`config.mk`:
```
export PLATFORM = sky130hd
export DESIGN_NAME = vga_timing_porch
export DESIGN_NICKNAME = d
export VERILOG_FILES = /design/src/rtl/vga_timing_pkg.sv /design/src/rtl/vga_delay_line.sv /design/src/rtl/vga_timing_porch.sv
export SDC_FILE = /design/constraint.sdc
export NUM_CORES = 1
export LEC_CHECK = 0
export CORE_UTILIZATION = 49
export CTS_CLUSTER_SIZE = 20
export DETAILED_ROUTE_END_ITERATION = 10
export HOLD_SLACK_MARGIN = 0.12
export PLACE_DENSITY = 0.79
export SETUP_SLACK_MARGIN = 0.02
export SYNTH_ARGS = -nofsm -noshare
export SYNTH_HDL_FRONTEND = slang
export SYNTH_SLANG_ARGS = --single-unit
```
`constraint.sdc`:
```
create_clock -name i_clk -period 1.8 [get_ports i_clk]
set_input_delay 0.18 -clock i_clk [delete_from_list [all_inputs] [get_ports i_clk]]
set_output_delay 0.18 -clock i_clk [all_outputs]
set_load 0.03 [all_outputs]
```
`src/rtl/vga_timing_pkg.sv`:
```
// Shared constants for the VGA timing block: default 640x480@60 geometry and sync polarities.
// Also holds the elaboration-time porch legality helper.
package vga_timing_pkg;

  localparam int unsigned DEF_COORD_BITS    = 11;
  localparam int unsigned DEF_WIDTH         = 800;
  localparam int unsigned DEF_HEIGHT        = 525;
  localparam int unsigned DEF_WIDTH_ACTIVE  = 640;
  localparam int unsigned DEF_HEIGHT_ACTIVE = 480;
  localparam int unsigned DEF_FRONT_PORCH_X = 18;
  localparam int unsigned DEF_BACK_PORCH_X  = 50;
  localparam int unsigned DEF_FRONT_PORCH_Y = 10;
  localparam int unsigned DEF_BACK_PORCH_Y  = 33;

  localparam bit SYNC_ACTIVE_LOW  = 1'b1;
  localparam bit SYNC_ACTIVE_HIGH = 1'b0;

  // A sync pulse must have at least one pixel between the two porches.
  function automatic bit legal_porch(input int unsigned active, input int unsigned front,
                                     input int unsigned back, input int unsigned total);
    return (active + front) < (total - back);
  endfunction

endpackage

```
`src/rtl/vga_delay_line.sv`:
```
// Enabled shift register of DEPTH stages, each WIDTH bits, with synchronous reset.
module vga_delay_line #(
  parameter int unsigned     DEPTH       = 1,
  parameter int unsigned     WIDTH       = 1,
  parameter logic [WIDTH-1:0] RESET_VALUE = '0
) (
  input  logic             i_clk,
  input  logic             i_reset,
  input  logic             i_enable,
  input  logic [WIDTH-1:0] i_data,
  output logic [WIDTH-1:0] o_data
);

  logic [WIDTH-1:0] r_stage [DEPTH];

  always_ff @(posedge i_clk) begin
    if (i_reset) begin
      for (int i = 0; i < int'(DEPTH); i++) begin
        r_stage[i] <= RESET_VALUE;
      end
    end else if (i_enable) begin
      r_stage[0] <= i_data;
      for (int i = 1; i < int'(DEPTH); i++) begin
        r_stage[i] <= r_stage[i-1];
      end
    end
  end

  assign o_data = r_stage[DEPTH-1];

endmodule

```
`src/rtl/vga_timing_porch.sv`:
```
// VGA timing generator and output stage: counters, raw sync/active decode, a delay line matching
// the pixel source latency, and a final register applying blanking and sync polarity.
module vga_timing_porch
  import vga_timing_pkg::*;
#(
  parameter int unsigned COLOR_BITS       = 3,
  parameter int unsigned COORD_BITS       = DEF_COORD_BITS,
  parameter int unsigned WIDTH            = DEF_WIDTH,
  parameter int unsigned HEIGHT           = DEF_HEIGHT,
  parameter int unsigned WIDTH_ACTIVE     = DEF_WIDTH_ACTIVE,
  parameter int unsigned HEIGHT_ACTIVE    = DEF_HEIGHT_ACTIVE,
  parameter int unsigned FRONT_PORCH_X    = DEF_FRONT_PORCH_X,
  parameter int unsigned BACK_PORCH_X     = DEF_BACK_PORCH_X,
  parameter int unsigned FRONT_PORCH_Y    = DEF_FRONT_PORCH_Y,
  parameter int unsigned BACK_PORCH_Y     = DEF_BACK_PORCH_Y,
  parameter bit          HSYNC_ACTIVE_LOW = SYNC_ACTIVE_LOW,
  parameter bit          VSYNC_ACTIVE_LOW = SYNC_ACTIVE_LOW,
  parameter int unsigned PIXEL_LATENCY    = 2
) (
  input  logic                  i_clk,
  input  logic                  i_reset,
  input  logic                  i_enable,
  output logic [COORD_BITS-1:0] o_x,
  output logic [COORD_BITS-1:0] o_y,
  output logic                  o_frame_start,
  input  logic [COLOR_BITS-1:0] i_red,
  input  logic [COLOR_BITS-1:0] i_green,
  input  logic [COLOR_BITS-1:0] i_blue,
  output logic [COLOR_BITS-1:0] o_red,
  output logic [COLOR_BITS-1:0] o_green,
  output logic [COLOR_BITS-1:0] o_blue,
  output logic                  o_hsync,
  output logic                  o_vsync,
  output logic                  o_active
);

  if (!legal_porch(WIDTH_ACTIVE, FRONT_PORCH_X, BACK_PORCH_X, WIDTH) ||
      !legal_porch(HEIGHT_ACTIVE, FRONT_PORCH_Y, BACK_PORCH_Y, HEIGHT) ||
      PIXEL_LATENCY > 15 || WIDTH > (1 << COORD_BITS) || HEIGHT > (1 << COORD_BITS))
  begin : g_bad_params
    $error("vga_timing_porch: illegal timing parameters");
  end

  localparam logic [COORD_BITS-1:0] X_LAST     = COORD_BITS'(WIDTH - 1);
  localparam logic [COORD_BITS-1:0] Y_LAST     = COORD_BITS'(HEIGHT - 1);
  localparam logic [COORD_BITS-1:0] X_ACT      = COORD_BITS'(WIDTH_ACTIVE);
  localparam logic [COORD_BITS-1:0] Y_ACT      = COORD_BITS'(HEIGHT_ACTIVE);
  localparam logic [COORD_BITS-1:0] X_HS_START = COORD_BITS'(WIDTH_ACTIVE + FRONT_PORCH_X);
  localparam logic [COORD_BITS-1:0] X_HS_END   = COORD_BITS'(WIDTH - BACK_PORCH_X);
  localparam logic [COORD_BITS-1:0] Y_VS_START = COORD_BITS'(HEIGHT_ACTIVE + FRONT_PORCH_Y);
  localparam logic [COORD_BITS-1:0] Y_VS_END   = COORD_BITS'(HEIGHT - BACK_PORCH_Y);

  logic [COORD_BITS-1:0] r_x, r_y;
  logic [COORD_BITS-1:0] w_x_next, w_y_next;
  logic                  w_active, w_hpulse, w_vpulse;
  logic [2:0]            w_raw, w_dly;
  logic [COLOR_BITS-1:0] r_red, r_green, r_blue;
  logic                  r_hsync, r_vsync, r_active;

  always_comb begin
    w_x_next = r_x + 1'b1;
    w_y_next = r_y;
    if (r_x == X_LAST) begin
      w_x_next = '0;
      w_y_next = (r_y == Y_LAST) ? '0 : r_y + 1'b1;
    end
  end

  always_ff @(posedge i_clk) begin
    if (i_reset) begin
      r_x <= '0;
      r_y <= '0;
    end else if (i_enable) begin
      r_x <= w_x_next;
      r_y <= w_y_next;
    end
  end

  assign w_active = (r_x < X_ACT) && (r_y < Y_ACT);
  assign w_hpulse = (r_x >= X_HS_START) && (r_x < X_HS_END);
  assign w_vpulse = (r_y >= Y_VS_START) && (r_y < Y_VS_END);
  assign w_raw    = {w_active, w_hpulse, w_vpulse};

  // Delayed flags stay as pulses (not pin levels) so reset clears them to "no sync".
  if (PIXEL_LATENCY == 0) begin : g_no_delay
    assign w_dly = w_raw;
  end else begin : g_delay
    vga_delay_line #(
      .DEPTH       (PIXEL_LATENCY),
      .WIDTH       (3),
      .RESET_VALUE (3'b000)
    ) u_delay (
      .i_clk    (i_clk),
      .i_reset  (i_reset),
      .i_enable (i_enable),
      .i_data   (w_raw),
      .o_data   (w_dly)
    );
  end

  always_ff @(posedge i_clk) begin
    if (i_reset) begin
      r_red    <= '0;
      r_green  <= '0;
      r_blue   <= '0;
      r_active <= 1'b0;
      r_hsync  <= HSYNC_ACTIVE_LOW;
      r_vsync  <= VSYNC_ACTIVE_LOW;
    end else if (i_enable) begin
      r_red    <= i_red   & {COLOR_BITS{w_dly[2]}};
      r_green  <= i_green & {COLOR_BITS{w_dly[2]}};
      r_blue   <= i_blue  & {COLOR_BITS{w_dly[2]}};
      r_active <= w_dly[2];
      r_hsync  <= w_dly[1] ^ HSYNC_ACTIVE_LOW;
      r_vsync  <= w_dly[0] ^ VSYNC_ACTIVE_LOW;
    end
  end

  assign o_x           = r_x;
  assign o_y           = r_y;
  assign o_frame_start = (r_x == '0) && (r_y == '0) && i_enable;
  assign o_red         = r_red;
  assign o_green       = r_green;
  assign o_blue        = r_blue;
  assign o_hsync       = r_hsync;
  assign o_vsync       = r_vsync;
  assign o_active      = r_active;

endmodule
```
### Word level (Yosys, flattened, before mapping)

Memories as Yosys holds them, arrays and structs flattened.
Cells that the tools add are included.

| cells by class | value |
|---|---|
| $add $sub $neg | 2 |
| $lt $le $gt $ge | 6 |
| equal/unequal tests | 2 |
| muxes and demuxes | 9 |
| bitwise operators | 7 |
| reduce and logical (&&, ||, !) cells | 8 |

Operators with widths:

| operator | count |
|---|---|
| 11-bit by 1-bit adder with 11-bit output (second input constant) | 2 |
| 11-bit by 10-bit equality test with 1-bit output (second input constant) | 2 |
| 11-bit zero test | 2 |
| 11-bit by 10-bit less-than comparator with 1-bit output (second input constant) | 2 |
| 11-bit by 9-bit less-than comparator with 1-bit output (second input constant) | 2 |
| 11-bit 2-to-1 mux | 2 |
| 11-bit by 10-bit >= comparator with 1-bit output (second input constant) | 1 |
| 11-bit by 9-bit >= comparator with 1-bit output (second input constant) | 1 |
| 3-bit bitwise AND | 3 |
| 3-bit 2-to-1 mux | 2 |
| 1-bit logical AND | 5 |
| 1-bit 2-to-1 mux | 5 |
| 1-bit inverter | 2 |
| 1-bit OR | 2 |
| 2-bit AND reduction | 1 |

| storage, ports and cells | value |
|---|---|
| register bits after elaboration | 34 |
| memory bits (writable) | 6 |
| input port bits | 12 |
| output and inout bits | 35 |
| logic and storage cells | 43 |
| memories kept | 1 |

Memory list:

| memory | depth | width | rd ports | clocked after memory_dff | write ports | line | source |
|---|---|---|---|---|---|---|---|
| g_delay.u_delay.r_stage | 2 | 3 | 2 | 0 | 2 | vga_delay_line.sv:14 | `logic [WIDTH-1:0] r_stage [DEPTH];` |

### Longest topological paths before layout

Gate-level depths: netlist (run 1).

| depth | value |
|---|---|
| depth after elaboration | 4 |
| mapped depth | 6 |
| depth with buffers taken out | 6 |

### By module

From an unflattened synthesis (run 1), not the netlist that was laid out.

| unflattened totals | value |
|---|---|
| cells, all modules | 216 |
| area, all modules | 1925.6 um^2 |

Modules (own cells, without submodules):

| module | instances | cells an instance | area each (um^2) | sequential area each (um^2) |
|---|---|---|---|---|
| vga_timing_porch | 1 | 200 | 1664.1 | 680.7 |
| vga_delay_line | 1 | 16 | 261.5 | 180.2 |

### Worst setup path before layout (run 1)

OpenSTA, ideal clock, no wires.

| path | value |
|---|---|
| path type | reg-to-reg |
| start point | register r_x[1] (netlist: o_x[1]) |
| end point | register r_y[3] (netlist: o_y[3]) |
| library setup time | 0.137 ns |
| data arrival time | 1.686 ns |
| data required time | 1.663 ns |
| path slack | -0.022 ns |
| stages on the path, launching flop included | 6 |
| buffers on the path | 0 |
| period minus slack after synthesis | 1.822 ns |
| path through | dfxtp_1 ha_1 and3_1 a41oi_1 a22oi_1 o31ai_2 |

| on the way | value |
|---|---|
| word-level cells in the longest chain between the ends | 2 |

RTL lines:

| element | line | source |
|---|---|---|
| from (decl) | vga_timing_porch.sv:53 | `logic [COORD_BITS-1:0] r_x, r_y;` |
| from (signal assigned) | vga_timing_porch.sv:74 | `r_x <= w_x_next;` |
| 11-bit by 10-bit equality test with 1-bit output | vga_timing_porch.sv:63 | `if (r_x == X_LAST) begin` |
| 2-bit AND reduction (no line) | -- |  |
| to (signal assigned) | vga_timing_porch.sv:75 | `r_y <= w_y_next;` |
| to (decl) | vga_timing_porch.sv:53 |  |

Every way passes these cells.
A chain may end at the register's enable or synchronous reset.

### Worst setup path in the final report (run 1)

| path | value |
|---|---|
| start point | input i_enable |
| end point | output o_frame_start |

| on the way | value |
|---|---|
| word-level cells in the longest chain between the ends | 1 |

RTL lines:

| element | line | source |
|---|---|---|
| from (decl) | vga_timing_porch.sv:22 | `input logic i_enable,` |
| 1-bit logical AND | vga_timing_porch.sv:121 | `assign o_frame_start = (r_x == '0) && (r_y == '0) && i_enable;` |
| to (decl) | vga_timing_porch.sv:25 | `output logic o_frame_start,` |

Every way passes these cells.

==> results.md, run 1 <==
- Status: finished clean
- Grt ovf: 0
- Initial DRC count: 152
- CP Max Fanout: 2
- Synth Area in Adders: under 10%
- Rows: 22
- CTS Root Cell: clkbuf_8
- Clk slew on worst S/H paths: roughly 0.08 ns
- Synth top area cells: dfxtp_1, edfxtp_1, a22oi_1
- Post-Route WL: roughly 4700 um
- Compound-Gate Fraction of Synth Area: 14.5%
- Setup WS pre-CTS: 0.0577 ns
- Width of the die: 64.7 um
- Worst EP arrival: 1.56 ns
- Initial Utilization: about 52%
- # clock sinks: 40
- Fin. Hold Viols: 0
- Hold/Removal Path Class: reg2reg
- Cts hold-fix bufs: 0
- Final worst-path cycle share: 96.9%
- CTS Buf Count: 5
- Total number of vias: 1,861
- Die H: 64.7 um
- Ports: 47
- Clock Skew: about 0.007 ns
- Max Cap Viol: 0
- CP Data Required Time: 1.62 ns
- Layout cells sized above 1: around 16%
- Synth Register Bits: 40
- Max-slew violations: 0
- Post-DR wirelength/cell: 14.8 um
- CTS tree: built
- XOR/XNOR Fraction of Synth Area: 5.01%
- Synth top cells by count: dfxtp_1, nor2_1, nand2_1
- Multiplexer share of the synthesized area: 0.520%
- Main combinational cell family by area after synthesis: simple AND/OR/NAND/NOR gates
- RSZ-0062 raised after global routing: yes
- Number of diodes: 0
- Actual slew at the worst max-slew pin: 0.400 ns
- Worst IR Drop VDD: ~0.41 mV
- First-pass GRT wire length: 8000 um
- Core area: roughly 0.0037 mm^2
- Rel. slew slack: 73.1%
- Largest net degree at the start of global routing: 20
- Syn Inst Count: about 210
- # H-tree levels: 2
- Drt drc: 0
- Vias in the first global route: 1,729
- Final WS setup: 0.0561 ns
- Die area: 0.00418 mm^2
- Number of antenna violations at the first check in global routing: 0
- WHS: 0.490 ns
- Top-count cell post-synth: dfxtp_1
- Crit. End Element: output pin
- Post-synth ARST share: 0%
- ANT nets after route: 0
- Yosys warnings: 0
- Setup TNS: 0 ns
- Simple-gate portion of the synthesized area: 28.1%
- Fmax: between 0.5 and 0.6 GHz
- Most used flip-flop cell after synthesis: dfxtp_1
- Leakage: 0.958 nW
- Yosys top cell by area: dfxtp_1
- Pwr dens: 633 mW/mm^2
- Avg Cell Area, Syn: 9.12 um^2
- Finish-stage setup viols: 0
- Area overhead of the layout relative to synthesis: 38.3%
- Share of the synthesized area in the top cell type: 35.4%
- Total track usage: 25.0%
- Fillers: approximately 300
- Critical path start-end classification: in2out
- Post-Syn Nets: 227
- CP startpoint kind: input port
- Syn Std Cell Area: 0.00192 mm^2
- Post-DP HPWL: 3320 um
- Vias per cell: 5.80
- Clock Latency Late Sink: 0.30 ns
- Number of synthesized flops with an enable pin: 6
- Drt first pass iters: 4
- Distinct cells, synth: 41
- Final min period: approximately 1.7 ns
- Maximum buffer depth of the clock tree: 2
- Sequential area share after synthesis: around 45%
- Routability Congestion: ~0.91
- PortBufs: 46
- NumNets Final: 288
==> final timing paths <==
check / end / depth (start not counted) / start / slack (ns)
worst max-delay path: o_frame_start / 6 / i_enable / 0.06
worst min-delay path: o_hsync / 2 / o_hsync / 0.49
worst max register to register: o_y[5] / 5 / o_x[1] / 0.15
worst min register to register: o_hsync / 2 / o_hsync / 0.49
==> per-layer routing <==
metal  GRT usage [%]  share of wire [%]
met1            32.7                 45
met2            38.2                 44
met3            5.63                7.6
met4            13.1                2.9
met5               0                  0
==> per-stage QoR <==
stage	total power, mW	cells	utilization, %	area, um^2
5_1_grt	1.75	321	71.6	2660
4_1_cts	1.69	320	70.8	2630
3_5_place_dp	1.13	313	68.4	2540
3_3_place_gp	1.12	313	68.4	2540
6_report	1.69	321	71.6	2660
2_1_floorplan	1.04	211	-	1930
==> cell families after synthesis <==
family                   Yosys count
multiplexers                       1
adder cells (fa/ha/maj)            4
buffers and inverters             20
AO/OA/AOI/OAI                     38
flip-flops                        40
AND/OR/NAND/NOR                   97
XOR/XNOR                          11
==> power breakdown <==
group	switching [mW]	internal [mW]	leakage [nW]
clock	0.311	0.263	0.0453
sequential	0.0116	0.925	0.341
combinational	0.0953	0.0791	0.571
total	0.418	1.27	0.958
==> flip-flops by register name (all words and copies together), names as in the netlist, 3 cells and up <==
register / cells
o_blue: 3
o_x: 11
o_green: 3
o_red: 3
g_delay.u_delay.r_stage: 6
o_y: 11
==> worst max-delay path: stages <==
cell and delay [ns]:
clkdlybuf4s50_1 0.54, inv_1 0.10, nor4b_2 0.29, nand4_1 0.14, nor2_2 0.16, buf_6 0.14
==> what timing repair did <==
item,in CTS,in global routing
pin swaps,1,1
endpoints found under the setup margin,1,6
gates resized for setup,5,6
setup buffers,0,1
==> cells in the final DEF, fill, tap and decap left out, types with 3 or more instances in the layout <==
master            n
nand4b_1          3
a22oi_1          11
dfxtp_1          33
clkdlybuf4s50_1  45
xnor2_1           6
a31oi_1           3
nor3_1            8
clkbuf_8          5
and3_1            5
inv_1             7
o31ai_2           3
ha_1              4
buf_4            17
edfxtp_1          6
nor2_1           21
a21oi_1           4
nand2_1          17
xor2_1            5
nand3_1          12
nand4_1           9
o21ai_0          10
nor4_1            4
==> area by class of cell <==
cell class | instances | area [um^2] | share of cell area (%)
multi-input cells | 151 | 1010 | 37.9
flip-flops and latches | 40 | 862 | 32.4
repair buffers | 64 | 609 | 22.9
clock buffers | 5 | 68.8 | 2.59
well taps | 48 | 60.1 | 2.26
inverters | 10 | 37.5 | 1.41
clock inverters | 3 | 13.8 | 0.517
Note: power is estimated with default switching activity, not from simulation.
==> inputs of run 2 (changes only) <==
--- a/config.mk
+++ b/config.mk
@@ -5,11 +5,13 @@
 export SDC_FILE = /design/constraint.sdc
 export NUM_CORES = 1
 export LEC_CHECK = 0
-export CORE_UTILIZATION = 49
+export CELL_PAD_IN_SITES_DETAIL_PLACEMENT = 0
+export CELL_PAD_IN_SITES_GLOBAL_PLACEMENT = 1
+export CORE_UTILIZATION = 36
 export CTS_CLUSTER_SIZE = 20
 export DETAILED_ROUTE_END_ITERATION = 10
 export HOLD_SLACK_MARGIN = 0.12
-export PLACE_DENSITY = 0.79
+export PLACE_DENSITY_LB_ADDON = 0.1
 export SETUP_SLACK_MARGIN = 0.02
 export SYNTH_ARGS = -nofsm -noshare
 export SYNTH_HDL_FRONTEND = slang
==> run 2 against run 1 <==
The run now ends with setup timing left. Flip-flop and latch count unchanged. Setup slack got worse by 0.087 ns. Largest cell class unchanged. Critical path depth decreased by 2. Largest power group unchanged. Utilization decreased by 18 points. Fmax decreased by 4.7%. Combinational power increased by 3%. Final area increased by 2.8%.
==> results.md, run 2 (synthesis gave the netlist of run 1 again) <==
- Routed length on met2: 2150 um (+2.6%)
- Layout cells sized above 1: 17.3% (+1.5 points)
- Commonest cells after routing, fill and taps aside: clkdlybuf4s50_1, dfxtp_1, buf_4, nor2_1, nand2_1
- # clock sinks: 40 (unchanged)
- Vias per cell: 5.08 (-12%)
- Post-Route WL: 4880 um (+3.1%)
- Crit. End Element: output pin
- Width of the die: 75.1 um (+16%)
- Status: complete, but fails checks
- Max-slew violations: 0 (unchanged)
- Area overhead of the layout relative to synthesis: 42.1%
- Die H: 75.1 um (+16%)
- CP startpoint kind: register
- Drt drc: 0 (unchanged)
- Worst IR Drop VDD: 0.300 mV (-28%)
- Rel. slew slack: 68.6% (-4.5 points)
- Max Cap Viol: 0 (unchanged)
- RSZ-0062 raised after global routing: yes
- Hold/Removal Path Class: reg2reg
- Drt first pass iters: 4 (unchanged)
- Setup TNS: -0.0308 ns (-0.0308 ns)
- Final WS setup: -0.0308 ns (-0.0869 ns)
- Die area: 0.00564 mm^2 (+35%)
- Slowest CP cell: nor3_1
- Actual slew at the worst max-slew pin: 0.467 ns (+0.0673 ns)
- Clock Skew: 0.00914 ns (+0.00199 ns)
- First-pass GRT wire length: 7880 um (-1.5%)
- Finish-stage setup viols: 1 (+1)
- CTS Buf Count: 5 (unchanged)
- CTS Root Cell: clkbuf_8
- Total track usage: 18.7% (-6.2 points)
- NumNets Final: 293 (+1.7%)
- Highest Signal Layer: met4
- Initial DRC count: 66 (-57%)
- Grt ovf: 0 (unchanged)
- Post-DP HPWL: 3460 um (+4.2%)
- Met3 WL: 160 um (-55%)
- Clock Latency Late Sink: 0.29 ns (about the same)
- Register area: 865 um^2 (+0.29%)
- Largest net degree at the start of global routing: 20 (unchanged)
- Worst EP arrival: 1.65 ns (+0.09 ns)
- CTS tree: built
- Routability Congestion: 0.789 (-14%)
- Vias in the first global route: 1,619 (-6.4%)
- WHS: 0.491 ns (+0.000871 ns)
- PortBufs: 46 (unchanged)
- Fin. Hold Viols: 0 (unchanged)
- Total number of vias: 1,769 (-4.9%)
- Rows: 26 (+18%)
- Maximum buffer depth of the clock tree: 2 (unchanged)
- Clk slew on worst S/H paths: 0.09 ns (about the same)
- Number of diodes: 0 (unchanged)
- Setup WS pre-CTS: 0.0431 ns (-0.0145 ns)
- Failing checks: setup timing
- Critical path start-end classification: reg2out
- Pwr dens: 641 mW/mm^2 (+1.3%)
- Peak per-stage delay on the critical path: 0.45 ns (-0.09 ns)
- CP Max Fanout: 8 (+6)
- Cts hold-fix bufs: 0 (unchanged)
- ANT nets after route: 0 (unchanged)
- Final worst-path cycle share: 102% (+4.8 points)
- Leakage: 0.991 nW (+3.4%)
- Final min period: 1.83 ns (+0.0869 ns)
- CP Data Required Time: 1.62 ns (about the same)
- Ports: 47 (unchanged)
- Area of the multi-input gates: 0.00101 mm^2 (-0.25%)
- Post-DR wirelength/cell: 14.0 um (-4.9%)
- Cells along the critical path: nor3_1 -> nand4_1 -> nor2_2 -> buf_4
- Tot Pwr: 1.75 mW (+4.1%)
- Initial Utilization: 37.4% (-14 points)
- Fillers: 534 (+76%)
- Wl on met1: 2490 um (+16%)
- Core area: 0.00514 mm^2 (+38%)
- Number of antenna violations at the first check in global routing: 0 (unchanged)
- Fmax: 0.546 GHz (-4.7%)
- # H-tree levels: 2 (unchanged)
- Commonest non-fill, non-tap cell in the layout: clkdlybuf4s50_1
[run 2: where the power goes]
part	leakage (nW)	switching, mW	internal [mW]
logic	0.601	0.0963	0.0825
clock network	0.0477	0.329	0.312
registers	0.342	0.0108	0.924
[run 2: final timing paths]
| path | from | endpoint | slack (ns) | depth (start not counted) |
|---|---|---|---|---|
| setup reg to reg | o_x[1] | o_y[4] | 0.17 | 6 |
| hold reg to reg | o_vsync | o_vsync | 0.49 | 2 |
| setup / recovery | o_y[2] | o_frame_start | -0.03 | 4 |
| hold / removal | o_vsync | o_vsync | 0.49 | 2 |
[run 2: timing repair]
item	CTS	global route
setup endpoints to repair	1	19
pin swaps	1	1
setup buffers	1	0
resized for setup	4	7
[run 2: worst max-delay path, delay by kind of cell, from the launching register on]
family	cells	cell delay, ns
simple gates	3	0.81
flops	1	0.38
buf+inv	1	0.17
[run 2: final cells by class]
class,count,share of cell area (%)
timing repair buffer,69,23.5
multi-input combinational,151,36.8
tap,70,3.20
clock buffer,6,3.02
inverter,10,1.37
sequential,40,31.6
clock inverter,2,0.503
[run 2: metrics by stage]
stage / area, um^2 / utilization (%) / instances
2_1_floorplan: 1930 / - / 211
3_3_place_gp: 2610 / 50.7 / 340
3_5_place_dp: 2610 / 50.7 / 340
4_1_cts: 2710 / 52.8 / 348
5_1_grt: 2740 / 53.2 / 348
6_report: 2740 / 53.2 / 348
[run 2: routing by layer]
| metal | GRT usage [%] | vias up |
|---|---|---|
| met2 | 29.8 | 36 |
| met1 | 25.2 | 827 |
| li1 | - | 898 |
| met3 | 4.15 | 8 |
| met4 | 6.08 | 0 |
| met5 | 0 | - |
==> inputs of run 3 (changes only) <==
--- a/config.mk
+++ b/config.mk
@@ -11,6 +11,7 @@
 export CTS_CLUSTER_SIZE = 20
 export DETAILED_ROUTE_END_ITERATION = 10
 export HOLD_SLACK_MARGIN = 0.12
+export MAX_ROUTING_LAYER = met4
 export PLACE_DENSITY_LB_ADDON = 0.1
 export SETUP_SLACK_MARGIN = 0.02
 export SYNTH_ARGS = -nofsm -noshare
==> run 3 against run 2 <==
The flow still finishes with violations (setup timing). Utilization is the same. Largest power group unchanged. Critical path type unchanged. Register-to-register slack is essentially flat. Non-clock buffer count is the same.
==> results.md, run 3 (synthesis gave the netlist of run 1 again) <==
- Initial DRC count: 70 (+6.1%)
- Grt ovf: 0 (unchanged)
- Switching power: 0.436 mW (about the same)
- Cells along the critical path: nor3_1 -> nand4_1 -> nor2_2 -> buf_4
- Rows: 26 (unchanged)
- Commonest cells after routing, fill and taps aside: clkdlybuf4s50_1, dfxtp_1, buf_4, nor2_1, nand2_1
- Post-DP HPWL: 3460 um (unchanged)
- Hold/Removal Path Class: reg2reg
- CTS tree: built
- Vias per cell: 5.14 (+1.0%)
- Die H: 75.1 um (unchanged)
- Post-Route WL: 4910 um (+0.61%)
- Cell Count, Final, Fillers Out: 348 (unchanged)
- Layout cells sized above 1: 17.3% (unchanged)
- CP Max Fanout: 8 (unchanged)
- Final min period: 1.83 ns (-0.00144 ns)
- Peak per-stage delay on the critical path: 0.44 ns (about the same)
- RSZ-0062 raised after global routing: yes
- Number of diodes: 0 (unchanged)
- Final WS setup: -0.0294 ns (+0.00144 ns)
- Setup WS pre-CTS: 0.0431 ns (unchanged)
- NumNets Final: 293 (unchanged)
- Status: complete, but fails checks
- Largest net degree at the start of global routing: 20 (unchanged)
- Width of the die: 75.1 um (unchanged)
- Hold depth: 2 (unchanged)
- Worst R2R Path Depth: 6 (unchanged)
- Worst Hold End: o_vsync
- Gate power share: 10.2% (about the same)
- Initial Utilization: 37.4% (unchanged)
- CP startpoint kind: register
- Final instance area: 0.00274 mm^2 (unchanged)
- Vias in the first global route: 1,613 (-0.37%)
- Routability Congestion: 0.800 (+1.4%)
- Fmax: 0.547 GHz (about the same)
- Worst reg-to-reg setup slack: 0.16 ns (about the same)
- Critical path start-end classification: reg2out
- Pwr dens: 642 mW/mm^2 (about the same)
- Drt drc: 0 (unchanged)
- Maximum buffer depth of the clock tree: 2 (unchanged)
- Clock Skew: 0.00916 ns (+0.0000223 ns)
- Reg power frac: 53.3% (about the same)
- CTS Root Cell: clkbuf_8
- CP Data Required Time: 1.62 ns (about the same)
- Fin. Hold Viols: 0 (unchanged)
- Finish-stage setup viols: 1 (unchanged)
- Worst IR Drop VDD: 0.300 mV (about the same)
- Internal power: 1.32 mW (about the same)
- Max Cap Viol: 0 (unchanged)
- # H-tree levels: 2 (unchanged)
- Util after Layout: 53.2% (unchanged)
- Drt first pass iters: 4 (unchanged)
- Commonest non-fill, non-tap cell in the layout: clkdlybuf4s50_1
- Total number of vias: 1,787 (+1.0%)
- WHS: 0.491 ns (-0.0000930 ns)
- Number of antenna violations at the first check in global routing: 0 (unchanged)
- PortBufs: 46 (unchanged)
- Cts hold-fix bufs: 0 (unchanged)
- Power share of the clock group: 36.5% (about the same)
- Post-DR wirelength/cell: 14.1 um (+0.61%)
- Worst EP arrival: 1.65 ns (about the same)
- Failing checks: setup timing
- Core area: 0.00514 mm^2 (unchanged)
- Actual slew at the worst max-slew pin: 0.466 ns (-0.00111 ns)
- Setup TNS: -0.0294 ns (+0.00144 ns)
- Clk slew on worst S/H paths: 0.09 ns (about the same)
- Hold Path Origin: o_vsync
- ANT nets after route: 0 (unchanged)
- Reg-to-Reg End: o_y[4]
- Crit. End Element: output pin
- Net Sw Frac: 24.9% (about the same)
- DP Area: 0.00261 mm^2 (unchanged)
- Leakage: 0.991 nW (unchanged)
- Slowest CP cell: nor3_1
- Tot Pwr: 1.75 mW (about the same)
- # clock sinks: 40 (unchanged)
- Die area: 0.00564 mm^2 (unchanged)
- CTS Buf Count: 5 (unchanged)
- Reg2reg start: o_x[1]
- Max-slew violations: 0 (unchanged)
- Clock Latency Late Sink: 0.29 ns (about the same)
- Final worst-path cycle share: 102% (about the same)
- First-pass GRT wire length: 7920 um (+0.53%)
- Placed Cells: 340 (unchanged)
- Rel. slew slack: 68.7% (+0.074 points)
- Ports: 47 (unchanged)
- Total track usage: 19.4% (+0.68 points)
- Area overhead of the layout relative to synthesis: 42.1% (unchanged)
run 3: critical path, delay by kind of cell (launching register included):
kind          cells  cell delay, ns
flops             1            0.38
buf+inv           1            0.17
simple gates      3            0.80
run 3: timing repair:
action	in CTS	in global routing
pin swaps	1	1
setup buffers	1	0
resized for setup	4	7
setup endpoints to repair	1	19
hold endpoints to repair	0	0
run 3: worst max path at each step:
| stage | slack, ns | start | depth (start not counted) | end |
|---|---|---|---|---|
| after floorplan | 0.02 | o_x[0] | 5 | o_y[3] |
| after global placement | 0.02 | i_enable | 6 | o_x[7] |
| after detailed placement | 0.04 | i_enable | 6 | g_delay.u_delay.r_stage[0][1] |
| after CTS | 0.02 | o_y[0] | 6 | o_frame_start |
| after global routing | -0.03 | o_x[10] | 4 | o_frame_start |
| final | -0.03 | o_y[2] | 4 | o_frame_start |
run 3: power by group through the flow:
| stage | sequential, mW | clock (mW) | combinational, mW |
|---|---|---|---|
| 3_3_place_gp | 0.954 | 0 | 0.178 |
| 4_1_cts | 0.936 | 0.657 | 0.179 |
| 5_1_grt | 0.939 | 0.711 | 0.194 |
| 6_report | 0.935 | 0.640 | 0.179 |
| 3_5_place_dp | 0.955 | 0 | 0.178 |
| 2_1_floorplan | 0.978 | 0 | 0.0642 |
run 3: area by class of cell:
class / count / area (um^2)
multi-input cells: 151 / 1010
inverters: 10 / 37.5
clock buffers: 6 / 82.6
flip-flops and latches: 40 / 865
well taps: 70 / 87.6
repair buffers: 69 / 642
clock inverters: 2 / 13.8
fillers: 534 / 2400
run 3: metal layers:
metal	up-vias	global-route usage, %	share of wire (%)
li1	897	-	-
met1	838	25.5	51
met2	44	29.7	44
met3	8	4.15	3.7
met4	0	6.08	1.5
met5	-	-	0
